<file path="src/rtl/ecg_mem_reader.sv">
// Read-side controller for the ECG sample BRAM: fetches a contiguous block of words
// and streams them out through a small FWFT skid FIFO that covers the BRAM read latency.
module ecg_mem_reader #(
    parameter int ADDR_W = 12,
    parameter int DATA_W = 32,
    parameter int RD_LAT = 2
) (
    input  logic              i_clk,
    input  logic              i_rst,
    input  logic              i_start,
    input  logic [ADDR_W-1:0] i_base_addr,
    input  logic [ADDR_W:0]   i_length,
    output logic [ADDR_W-1:0] o_addrb,
    output logic              o_enb,
    output logic              o_web,
    output logic [DATA_W-1:0] o_dinb,
    input  logic [DATA_W-1:0] i_doutb,
    output logic [DATA_W-1:0] o_dout,
    output logic              o_dout_valid,
    input  logic              i_dout_ready,
    output logic              o_dout_last,
    output logic              o_busy,
    output logic              o_done
);

    // state   | meaning
    // S_IDLE  | waiting for a start command
    // S_READ  | issuing BRAM reads, throttled by FIFO space
    // S_DRAIN | all reads issued, waiting for the last word to be popped
    // S_DONE  | one-cycle completion pulse
    localparam logic [1:0] S_IDLE  = 2'd0;
    localparam logic [1:0] S_READ  = 2'd1;
    localparam logic [1:0] S_DRAIN = 2'd2;
    localparam logic [1:0] S_DONE  = 2'd3;

    localparam int DEPTH = RD_LAT + 2;
    localparam int PTR_W = $clog2(DEPTH);
    localparam int CNT_W = $clog2(DEPTH + 1);
    localparam logic [PTR_W-1:0] LAST_PTR = PTR_W'(DEPTH - 1);
    localparam logic [CNT_W:0]   OCC_MAX  = (CNT_W + 1)'(DEPTH);

    logic [1:0]        r_state;
    logic [ADDR_W-1:0] r_addr;
    logic [ADDR_W:0]   r_remaining;
    logic [ADDR_W:0]   r_len;
    logic [ADDR_W:0]   r_popped;
    logic [CNT_W-1:0]  r_inflight;
    logic [CNT_W-1:0]  r_count;
    logic [RD_LAT-1:0] r_lat;
    logic [DATA_W-1:0] r_mem [DEPTH];
    logic [PTR_W-1:0]  r_wr;
    logic [PTR_W-1:0]  r_rd;

    logic [CNT_W:0] w_occ;
    logic           w_issue;
    logic           w_push;
    logic           w_valid;
    logic           w_pop;
    logic           w_last;

    function automatic logic [PTR_W-1:0] ptr_inc(input logic [PTR_W-1:0] p);
        return (p == LAST_PTR) ? '0 : p + PTR_W'(1);
    endfunction

    // Occupancy deliberately ignores a same-cycle pop so the issue path stays short.
    assign w_occ   = {1'b0, r_count} + {1'b0, r_inflight};
    assign w_issue = (r_state == S_READ) && (r_remaining != '0) && (w_occ < OCC_MAX);
    assign w_push  = r_lat[RD_LAT-1];
    assign w_valid = (r_count != '0);
    assign w_pop   = w_valid && i_dout_ready;
    assign w_last  = w_valid && (r_popped == r_len - (ADDR_W + 1)'(1));

    assign o_enb        = w_issue;
    assign o_addrb      = r_addr;
    assign o_web        = 1'b0;
    assign o_dinb       = '0;
    assign o_dout       = w_valid ? r_mem[r_rd] : '0;
    assign o_dout_valid = w_valid;
    assign o_dout_last  = w_last;
    assign o_busy       = (r_state == S_READ) || (r_state == S_DRAIN);
    assign o_done       = (r_state == S_DONE);

    always_ff @(posedge i_clk) begin
        if (i_rst) begin
            r_state     <= S_IDLE;
            r_addr      <= '0;
            r_remaining <= '0;
            r_len       <= '0;
            r_popped    <= '0;
            r_inflight  <= '0;
            r_count     <= '0;
            r_lat       <= '0;
            r_wr        <= '0;
            r_rd        <= '0;
        end else begin
            r_lat      <= (r_lat << 1) | RD_LAT'(w_issue);
            r_inflight <= r_inflight + CNT_W'(w_issue) - CNT_W'(w_push);
            r_count    <= r_count + CNT_W'(w_push) - CNT_W'(w_pop);
            if (w_push) begin
                r_wr <= ptr_inc(r_wr);
            end
            if (w_pop) begin
                r_rd     <= ptr_inc(r_rd);
                r_popped <= r_popped + (ADDR_W + 1)'(1);
            end

            case (r_state)
                S_IDLE: begin
                    if (i_start) begin
                        if (i_length != '0) begin
                            r_addr      <= i_base_addr;
                            r_remaining <= i_length;
                            r_len       <= i_length;
                            r_popped    <= '0;
                            r_state     <= S_READ;
                        end else begin
                            r_state <= S_DONE;
                        end
                    end
                end
                S_READ: begin
                    if (w_issue) begin
                        r_addr      <= r_addr + ADDR_W'(1);
                        r_remaining <= r_remaining - (ADDR_W + 1)'(1);
                        if (r_remaining == (ADDR_W + 1)'(1)) begin
                            r_state <= S_DRAIN;
                        end
                    end
                end
                S_DRAIN: begin
                    if (w_pop && w_last) begin
                        r_state <= S_DONE;
                    end
                end
                default: begin
                    r_state <= S_IDLE;
                end
            endcase
        end
    end

    always_ff @(posedge i_clk) begin
        if (w_push) begin
            r_mem[r_wr] <= i_doutb;
        end
    end

endmodule

</file>
<file path="config.mk">
export PLATFORM = sky130hd
export DESIGN_NAME = ecg_mem_reader
export DESIGN_NICKNAME = d
export VERILOG_FILES = /design/src/rtl/ecg_mem_reader.sv
export SDC_FILE = /design/constraint.sdc
export NUM_CORES = 1
export LEC_CHECK = 0
export CAP_MARGIN = 20
export CORE_MARGIN = 2
export CORE_UTILIZATION = 54
export CTS_CLUSTER_DIAMETER = 40
export DETAILED_ROUTE_END_ITERATION = 6
export GPL_TIMING_DRIVEN = 0
export HOLD_SLACK_MARGIN = 0.03
export PLACE_DENSITY = 0.86
export SLEW_MARGIN = 20
export SYNTH_ARGS = -nofsm -noshare
export SYNTH_HDL_FRONTEND = slang
export SYNTH_SLANG_ARGS = --single-unit
</file>
<file path="constraint.sdc">
create_clock -name i_clk -period 2.84 [get_ports i_clk]
set_clock_uncertainty 0.05 [all_clocks]
set_input_delay 0.284 -clock i_clk [delete_from_list [all_inputs] [get_ports i_clk]]
set_output_delay 0.284 -clock i_clk [all_outputs]
set_load 0.05 [all_outputs]
</file>
==> results of run 1 <==
final timing paths:
check                               start                     endpoint  slack (ns)  cells past startpoint
hold / removal                      i_rst      r_state[1]$_SDFFE_PP0P_        0.38                      4
hold reg to reg       r_lat[0]$_SDFF_PP0_          r_lat[1]$_SDFF_PP0_        0.41                      1
setup / recovery    r_len[4]$_SDFFE_PP0P_                  o_dout_last       -0.22                      6
setup reg to reg  r_state[1]$_SDFFE_PP0P_  r_remaining[7]$_SDFFE_PP0P_        0.18                      9
layout make-up:
type | count | share of cell area
Timing Repair Buffer | 115 | 0.104
Sequential cell | 195 | 0.463
Tap cell | 220 | 0.0245
Multi-Input combinational cell | 486 | 0.318
Clock inverter | 13 | 0.00892
Clock buffer | 19 | 0.0386
Inverter | 23 | 0.00781
Buffer | 66 | 0.0354
flip-flops by register name, summed over array words and instances, names as in the netlist, named ones only:
signal and count:
r_wr 2, r_lat 2, o_addrb 12, r_inflight 3
r_state 2, r_mem 128, r_popped 13, r_len 13
r_count 3, r_rd 2, r_remaining 13
worst max-delay path, cell delays in order (launching register included):
cell and delay (ns):
dfxtp_4 0.38, or4_4 0.59, nor4_4 0.25, xnor2_1 0.09
or4_4 0.55, nor3_4 0.24, buf_6 0.19
metal layers:
layer / GRT usage / wire [um] / up-vias
met1: 0.279 / 8050 / 2993
met4: 0.0721 / 345 / 0
met5: 0 / 0 / -
met2: 0.374 / 9660 / 257
li1: - / - / 2969
met3: 0.0506 / 1290 / 27
power groups by stage:
stage	Sequential [W]	Combinational (W)	Clock (W)
finish	0.00358	0.00453	0.00219
global route	0.00361	0.00488	0.00232
detailed placement	0.00360	0.00458	0
CTS	0.00356	0.00450	0.00222
floorplan	0.00372	0.00312	0
global placement	0.00360	0.00447	0
timing repair:
action	in CTS	in global routing
setup buffers	2	1
hold buffers	0	0
resized for setup	68	10
setup endpoints to repair	41	14
pin swaps	1	4
stage by stage:
stage                     setup TNS [ns]  total power [W]   util
after floorplan                        0          0.00684      -
after CTS                         -0.217           0.0103  0.679
after detailed placement          -15.05          0.00818  0.644
after global routing              -0.298           0.0108  0.681
final                             -0.221           0.0103  0.681
after global placement            -12.51          0.00807  0.638
cell usage after synthesis (2+ instances only):
| cell | instances | share of area |
|---|---|---|
| a311oi_1 | 2 | 0.0019 |
| xor2_1 | 15 | 0.015 |
| o31ai_1 | 4 | 0.0033 |
| nor2_1 | 65 | 0.027 |
| dfxtp_1 | 67 | 0.15 |
| buf_4 | 33 | 0.027 |
| a31oi_1 | 5 | 0.0035 |
| o211ai_1 | 3 | 0.0025 |
| mux2i_1 | 15 | 0.017 |
| o2bb2ai_1 | 4 | 0.0039 |
| mux4_2 | 32 | 0.080 |
| and2_1 | 40 | 0.028 |
| ha_1 | 21 | 0.029 |
| nand2b_1 | 4 | 0.0028 |
| nor4b_1 | 3 | 0.0029 |
| inv_1 | 21 | 0.0087 |
| xnor2_1 | 18 | 0.017 |
| or2_2 | 2 | 0.0014 |
| or4_4 | 2 | 0.0025 |
| nand3_1 | 18 | 0.010 |
| a21oi_1 | 36 | 0.020 |
| a211oi_1 | 2 | 0.0017 |
| edfxtp_1 | 128 | 0.43 |
| nor2b_1 | 15 | 0.010 |
| buf_2 | 2 | 0.0011 |
| nand4_1 | 8 | 0.0055 |
| clkbuf_1 | 28 | 0.012 |
| a32oi_1 | 3 | 0.0029 |
| mux2_2 | 3 | 0.0037 |
| fa_1 | 2 | 0.0044 |
| nor4_2 | 2 | 0.0028 |
| nand2_1 | 48 | 0.020 |
| buf_1 | 5 | 0.0021 |
| and3_1 | 2 | 0.0014 |
| o21ai_0 | 35 | 0.019 |
| nor3_1 | 17 | 0.0094 |
| nor4_1 | 8 | 0.0055 |
| and4_1 | 2 | 0.0019 |
| a22oi_1 | 2 | 0.0017 |
cells by family after synthesis:
| logic type | Yosys count | share of synthesized area |
|---|---|---|
| XOR/XNOR | 33 | 0.0320 |
| adder cells (fa/ha/maj) | 23 | 0.0336 |
| AND/OR/NAND/NOR | 241 | 0.137 |
| AO/OA/AOI/OAI | 106 | 0.0703 |
| multiplexers | 50 | 0.100 |
| flip-flops | 195 | 0.575 |
| other | 1 | 0.000416 |
| buffers and inverters | 91 | 0.0519 |
==> flow_metrics.env, run 1 <==
export IMPL_place_ws_ns=-0.690
export IMPL_worstMarginPinSlew_ns=0.669
export IMPL_drv_cap=0
export IMPL_intPower_w=0.00605
export IMPL_fp_coreArea_um2=16500
export IMPL_final_cells=1137
export IMPL_nFillCells=1179
export IMPL_postLayoutCellArea_um2=11200
export IMPL_p_clk_frac=0.213
export IMPL_peakVddDrop_mv=0.729
export IMPL_fmax_mhz=327
export IMPL_vias_per_cell=5.49
export IMPL_synth_avg_cell_area_um2=12.2
export IMPL_status="finished with violations"
export IMPL_grt_pass1_vias=6051
export IMPL_pin_count=143
export IMPL_initial_core_util=0.548
export IMPL_cp_max_fo=7
export IMPL_path_clk_slew_ns=0.07
export IMPL_final_max_slew_viol_count=0
export IMPL_crit_type="flip-flop to primary output"
export IMPL_syn_cell_area_um2=9020
export IMPL_drt_first_iter_violations=426
export IMPL_grt_antenna_before_repair=0
export IMPL_hp_class="input port to flip-flop"
export IMPL_powerDensity_nw_per_um2=918
export IMPL_hold_violations=0
export IMPL_setup_ws_ns=-0.221
export IMPL_htreeDepth=4
export IMPL_synth_edff_count=128
export IMPL_post_dp_cell_area_um2=10600
export IMPL_combPwrFrac=0.440
export IMPL_clock_sinks=195
export IMPL_drt_total_wl_mm=19.3
export IMPL_regArea_um2=5190
export IMPL_switching_share=0.412
export IMPL_cts_buffers_inserted=17
export IMPL_final_cell_mix="edfxtp_1 (128), clkdlybuf4s50_1 (76), nor2_1 (65), dfxtp_1 (63), nand2_1 (47)"
export IMPL_finalCritPeriodShare=1.08
export IMPL_layout_nets=988
export IMPL_drt_wirelength_per_cell_um=17.0
export IMPL_final_setup_viol_count=1
export IMPL_arrival_ns=2.73
export IMPL_switchingPower_w=0.00425
export IMPL_place_gp_congestion=0.920
export IMPL_multiInputGateArea_um2=3570
export IMPL_slew_headroom=0.550
export IMPL_fp_row_count=47
export IMPL_cts_root_buffer="clkbuf_16"
export IMPL_ys_ff_latch=195
export IMPL_clk_path_buf_depth=2
export IMPL_final_common_cell="edfxtp_1"
export IMPL_grt_max_degree=28
export IMPL_synth_cells=740
export IMPL_insertion_delay_ns=0.43
export IMPL_whs_ns=0.383
export IMPL_critical_path_required_ns=2.51
export IMPL_numPortBuffers=108
export IMPL_dp_hpwl_mm=13.5
export IMPL_drive_gt1_frac=0.152
export IMPL_power_share_sequential=0.348
export IMPL_gr_total_overflow=0
export IMPL_violations="setup timing"
export IMPL_grt_pass1_wl_mm=30.5
export IMPL_start_kind="flip-flop"
export IMPL_dr_pass1_iters=5
export IMPL_die_h_um=133
export IMPL_synth_cell_type_count=57
export IMPL_die_w_um=133
export IMPL_synth_top_flop_cell="edfxtp_1"
export IMPL_antenna_diode_count=0
export IMPL_area_delta_synth_final_pct=24.3
export IMPL_drcViolationCount=0
export IMPL_yosys_warnings=0
export IMPL_dp_cells=1104
export IMPL_num_vias=6246
export IMPL_postSynth_asyncResetShare=0
export IMPL_dieArea_um2=17800
export IMPL_total_leakage_power_nw=4.12
export IMPL_ys_seq_area_frac=0.575
export IMPL_cts_tree="done"
export IMPL_grt_total_usage=0.219
export IMPL_ant_nets=0
export IMPL_rsz0062_at_grt="true"
export IMPL_worst_setup_path_end_kind="primary output"
export IMPL_layout_min_cycle_time_ns=3.06
Power figures use the tool's default switching activity.
==> inputs of run 2 (changes only) <==
Settings changed: SKIP_CTS_REPAIR_TIMING set to 1.
==> run 2 against run 1 <==
The flow still finishes with violations (setup timing); non-clock buffer count up 3; wire length up 2.9%; die area unchanged; via count up 0.29%; clock power about the same; maximum frequency up 1.8%; combinational power up 4%; power up 1.7%; final area up 1.1%; critical endpoint unchanged; largest cell class unchanged; largest power group unchanged.
==> flow_metrics.env, run 2 (synthesized netlist as in run 1, its figures left out) <==
export IMPL_clock_sinks=195
export IMPL_switchingPower_w=0.00427
export IMPL_numPortBuffers=108
export IMPL_drt_wirelength_per_cell_um=17.5
export IMPL_arrival_ns=2.67
export IMPL_rr_endpoint="r_count[2]$_SDFF_PP0_"
export IMPL_dp_hpwl_mm=13.5
export IMPL_antenna_diode_count=0
export IMPL_crit_type="flip-flop to primary output"
export IMPL_post_dp_cell_area_um2=10600
export IMPL_route_met2_wl_mm=10.1
export IMPL_worst_setup_path_end_kind="primary output"
export IMPL_p_clk_frac=0.209
export IMPL_peakVddDrop_mv=0.725
export IMPL_start_kind="flip-flop"
export IMPL_switching_share=0.408
export IMPL_cts_tree="done"
export IMPL_powerDensity_nw_per_um2=923
export IMPL_cp_num_cells=6
export IMPL_dp_cells=1104
export IMPL_die_w_um=133
export IMPL_met3RoutedLength_mm=1.26
export IMPL_rsz0062_at_grt="true"
export IMPL_final_cell_mix="edfxtp_1 (128), clkdlybuf4s50_1 (76), nor2_1 (65), dfxtp_1 (64), nand2_1 (47)"
export IMPL_cts_root_buffer="clkbuf_16"
export IMPL_num_vias=6264
export IMPL_layout_nets=991
export IMPL_path_buf_inv=1
export IMPL_combPwrFrac=0.450
export IMPL_gr_total_overflow=0
export IMPL_final_max_slew_viol_count=0
export IMPL_layout_min_cycle_time_ns=3.01
export IMPL_endpoint="o_dout_last"
export IMPL_slowest_delay_ns=0.60
export IMPL_setup_ws_ns=-0.166
export IMPL_routed_top_layer="met4"
export IMPL_critPathLaunch="r_len[4]$_SDFFE_PP0P_"
export IMPL_drcViolationCount=0
export IMPL_final_cells=1140
export IMPL_grt_pass1_wl_mm=30.5
export IMPL_drive_gt1_frac=0.153
export IMPL_finalCritPeriodShare=1.06
export IMPL_min_from="i_rst"
export IMPL_total_leakage_power_nw=4.48
export IMPL_regMostFlops="r_mem"
export IMPL_slew_headroom=0.530
export IMPL_postLayoutCellArea_um2=11300
export IMPL_area_delta_synth_final_pct=25.8
export IMPL_fin_util=0.689
export IMPL_vias_per_cell=5.49
export IMPL_worstPathCellList="or4_4 > nor4_4 > xnor2_1 > or4_4 > nor3_4 > buf_6"
export IMPL_grt_total_usage=0.219
export IMPL_cts_buffers_inserted=17
export IMPL_cp_max_fo=7
export IMPL_drv_cap=0
export IMPL_intPower_w=0.00620
export IMPL_whs_ns=0.390
export IMPL_dr_pass1_iters=5
export IMPL_drt_first_iter_violations=393
export IMPL_htreeDepth=4
export IMPL_critical_path_required_ns=2.51
export IMPL_path_clk_slew_ns=0.07
export IMPL_worstReg2RegStart="r_count[1]$_SDFF_PP0_"
export IMPL_fp_row_count=47
export IMPL_worst_path_max_delay_cell="or4_4"
export IMPL_insertion_delay_ns=0.43
export IMPL_wl_met1_mm=8.28
export IMPL_ant_nets=0
export IMPL_die_h_um=133
export IMPL_dieArea_um2=17800
export IMPL_pin_count=143
export IMPL_clk_path_buf_depth=2
export IMPL_hp_class="input port to flip-flop"
export IMPL_grt_pass1_vias=6038
export IMPL_final_setup_viol_count=1
export IMPL_power_share_sequential=0.341
export IMPL_grt_max_degree=28
export IMPL_final_common_cell="edfxtp_1"
export IMPL_path_delay_family="simple AND/OR/NAND/NOR gates"
export IMPL_drt_total_wl_mm=19.9
export IMPL_worstMarginPinSlew_ns=0.699
export IMPL_cp_common_cell="or4_4"
export IMPL_hold_violations=0
export IMPL_ff2ff_setup_slack_ns=0.18
export IMPL_grt_antenna_before_repair=0
export IMPL_r2r_cells=11
export IMPL_initial_core_util=0.548
export IMPL_violations="setup timing"
export IMPL_status="finished with violations"
export IMPL_fp_coreArea_um2=16500
export IMPL_largest_reg_flops=128
export IMPL_place_gp_congestion=0.920
export IMPL_fmax_mhz=333
run 2: cell types whose count changed in the layout (fill, tap and decap cells not counted), moves of 2 or more:
cell	before	now
buf_6	3	1
dlygate4sd2_1	29	0
clkbuf_2	3	5
clkdlybuf4s15_2	2	0
clkbuf_4	0	2
dlymetal6s2s_1	0	31
buf_4	37	40
clkbuf_1	26	24
run 2: final cells by class:
class,count,area (um2)
flip-flops and latches,195,5190
fillers,1143,5120
multi-input cells,486,3570
repair buffers,118,1300
clock buffers,19,433
plain buffers,66,392
well taps,220,275
clock inverters,13,100
inverters,23,90.1
run 2: metrics by stage:
stage / total power, W / setup TNS (ns) / worst slack, ns
2_1_floorplan: 0.00684 / 0 / 0.0442
3_3_place_gp: 0.00807 / -12.51 / -0.691
3_5_place_dp: 0.00818 / -15.05 / -0.690
4_1_cts: 0.0104 / -24.75 / -1.17
5_1_grt: 0.0110 / -0.258 / -0.258
6_report: 0.0105 / -0.166 / -0.166
run 2: how the worst min path moves through the flow:
stage	to	slack [ns]	cells past startpoint
2_1_floorplan	r_mem[0][0]$_DFFE_PP_	0.33	0
3_3_place_gp	r_lat[1]$_SDFF_PP0_	0.37	1
3_5_place_dp	r_lat[1]$_SDFF_PP0_	0.40	1
4_1_cts	r_state[1]$_SDFFE_PP0P_	0.38	4
5_1_grt	r_state[1]$_SDFFE_PP0P_	0.42	4
6_report	r_state[1]$_SDFFE_PP0P_	0.39	4
run 2: worst reg2reg max path: cells and delay by family, from the launching register on:
kind / cells / cell delay [ns]
buffers and inverters: 3 / 0.28
XOR/XNOR: 2 / 0.33
AND/OR/NAND/NOR: 3 / 0.70
adder cells (fa/ha/maj): 3 / 0.80
flip-flops: 1 / 0.37
run 2: per-layer routing:
| layer | GRT usage | up-vias |
|---|---|---|
| met3 | 0.0506 | 24 |
| li1 | - | 2984 |
| met4 | 0.0721 | 0 |
| met2 | 0.374 | 222 |
| met1 | 0.277 | 3034 |
| met5 | 0 | - |
run 2: power by group through the flow:
stage / Combinational, W / Clock (W) / Sequential [W]
after global placement: 0.00447 / 0 / 0.00360
final: 0.00471 / 0.00219 / 0.00357
after CTS: 0.00460 / 0.00222 / 0.00354
after global routing: 0.00505 / 0.00232 / 0.00361
after detailed placement: 0.00458 / 0 / 0.00360
after floorplan: 0.00312 / 0 / 0.00372
==> inputs of run 3 (changes only) <==
Settings changed: GPL_ROUTABILITY_DRIVEN set to 0.
Clock period 2.84 ns to 2.8 ns, I/O delays scaled along.
==> run 3 against run 2 <==
Sequential share of layout area increased by 0.075 points; power increased by 2.0%; count of clock-buffer cells in the layout increased by 1; worst setup slack got worse by 0.12 ns; via count decreased by 0.21%; the run still ends with setup timing left; clock power increased by 7%; critical path type unchanged; core utilization decreased by 0.13 points; final cell count decreased by 0.18%; critical endpoint unchanged; final area decreased by 0.19%; die area unchanged.
==> flow_metrics.env, run 3 (synthesized netlist as in run 1, its figures left out) <==
export IMPL_status="finished with violations"
export IMPL_violations="setup timing"
export IMPL_start_kind="flip-flop"
export IMPL_crit_type="flip-flop to primary output"
export IMPL_arrival_ns=2.76
export IMPL_worst_setup_path_end_kind="primary output"
export IMPL_r2r_cells=9
export IMPL_grt_pass1_wl_mm=30.7
export IMPL_final_common_cell="edfxtp_1"
export IMPL_setup_ws_ns=-0.287
export IMPL_ff2ff_setup_slack_ns=0.20
export IMPL_drv_cap=0
export IMPL_fp_row_count=47
export IMPL_worstReg2RegStart="r_state[1]$_SDFFE_PP0P_"
export IMPL_dr_pass1_iters=5
export IMPL_final_cells=1138
export IMPL_peakVddDrop_mv=0.713
export IMPL_insertion_delay_ns=0.43
export IMPL_die_w_um=133
export IMPL_antenna_diode_count=0
export IMPL_cts_buffers_inserted=17
export IMPL_drt_total_wl_mm=19.7
export IMPL_rr_endpoint="o_addrb[11]$_SDFFE_PP0P_"
export IMPL_nFillCells=1170
export IMPL_drcViolationCount=0
export IMPL_critical_path_required_ns=2.47
export IMPL_drt_first_iter_violations=462
export IMPL_regMostFlops="r_mem"
export IMPL_path_clk_slew_ns=0.07
export IMPL_layout_min_cycle_time_ns=3.09
export IMPL_grt_antenna_before_repair=0
export IMPL_area_delta_synth_final_pct=25.5
export IMPL_hold_violations=0
export IMPL_pin_count=143
export IMPL_numPortBuffers=108
export IMPL_worstMarginPinSlew_ns=0.671
export IMPL_cp_max_fo=6
export IMPL_num_vias=6251
export IMPL_htreeDepth=4
export IMPL_hp_class="input port to flip-flop"
export IMPL_initial_core_util=0.548
export IMPL_ant_nets=0
export IMPL_powerDensity_nw_per_um2=943
export IMPL_dp_cells=1104
export IMPL_final_setup_viol_count=1
export IMPL_dieArea_um2=17800
export IMPL_finalCritPeriodShare=1.10
export IMPL_clk_path_buf_depth=2
export IMPL_cts_tree="done"
export IMPL_vias_per_cell=5.49
export IMPL_grt_pass1_vias=6093
export IMPL_cts_root_buffer="clkbuf_16"
export IMPL_whs_ns=0.381
export IMPL_fmax_mhz=324
export IMPL_total_leakage_power_nw=4.49
export IMPL_grt_total_usage=0.220
export IMPL_place_ws_ns=-0.714
export IMPL_gr_total_overflow=0
export IMPL_clock_sinks=195
export IMPL_layout_nets=989
export IMPL_rsz0062_at_grt="true"
export IMPL_drive_gt1_frac=0.148
export IMPL_fin_util=0.688
export IMPL_largest_reg_flops=128
export IMPL_drt_wirelength_per_cell_um=17.3
export IMPL_die_h_um=133
export IMPL_slew_headroom=0.548
export IMPL_final_cell_mix="edfxtp_1 (128), clkdlybuf4s50_1 (74), nor2_1 (65), dfxtp_1 (65), nand2_1 (47)"
export IMPL_critPathLaunch="r_len[1]$_SDFFE_PP0P_"
export IMPL_grt_max_degree=28
export IMPL_min_from="i_rst"
export IMPL_endpoint="o_dout_last"
export IMPL_dp_hpwl_mm=13.2
export IMPL_fp_coreArea_um2=16500
export IMPL_final_max_slew_viol_count=0
==> run 3: how the worst min path moves through the flow <==
stage          cells after the start                 endpoint
6_report                           4  r_state[1]$_SDFFE_PP0P_
2_1_floorplan                      0    r_mem[0][0]$_DFFE_PP_
4_1_cts                            4  r_state[1]$_SDFFE_PP0P_
5_1_grt                            1      r_lat[1]$_SDFF_PP0_
3_5_place_dp                       1      r_lat[1]$_SDFF_PP0_
3_3_place_gp                       1      r_lat[1]$_SDFF_PP0_
==> run 3: power by group <==
group / internal, W / switching [W]
Clock: 0.00125 / 0.00109
Sequential: 0.00334 / 0.000267
Combinational: 0.00175 / 0.00298
Total: 0.00634 / 0.00434
==> run 3: through the flow <==
step	TNS (ns)	power, W	instance area, um2
after global routing	-0.420	0.0112	11300
after detailed placement	-16.06	0.00827	10600
after CTS	-25.97	0.0106	11200
final	-0.287	0.0107	11300
after global placement	-14.49	0.00818	10500
after floorplan	0	0.00694	9140
==> run 3: layout make-up <==
class                   count  area, um2  area share
repair buffers            115       1270       0.113
plain buffers              67        394      0.0348
flip-flops and latches    195       5190       0.458
well taps                 220        275      0.0243
multi-input cells         486       3540       0.313
clock inverters            12        125      0.0110
clock buffers              20        437      0.0386
inverters                  23       90.1     0.00796
==> run 3: critical path, cell delays in order, from the launching register on <==
cell and delay [ns]:
dfxtp_2 0.35, inv_1 0.10, ha_4 0.17, or3b_4 0.43, nor4_4 0.24, xnor2_1 0.10
or4_4 0.55, nor3_4 0.19, buf_6 0.19
==> run 3: metal layers <==
metal | vias up | part of all wire | global-route usage
met3 | 29 | 0.060 | 0.0369
met1 | 3021 | 0.41 | 0.280
met5 | - | 0 | 0
met4 | 0 | 0.017 | 0.0703
li1 | 2962 | - | -
met2 | 239 | 0.51 | 0.385
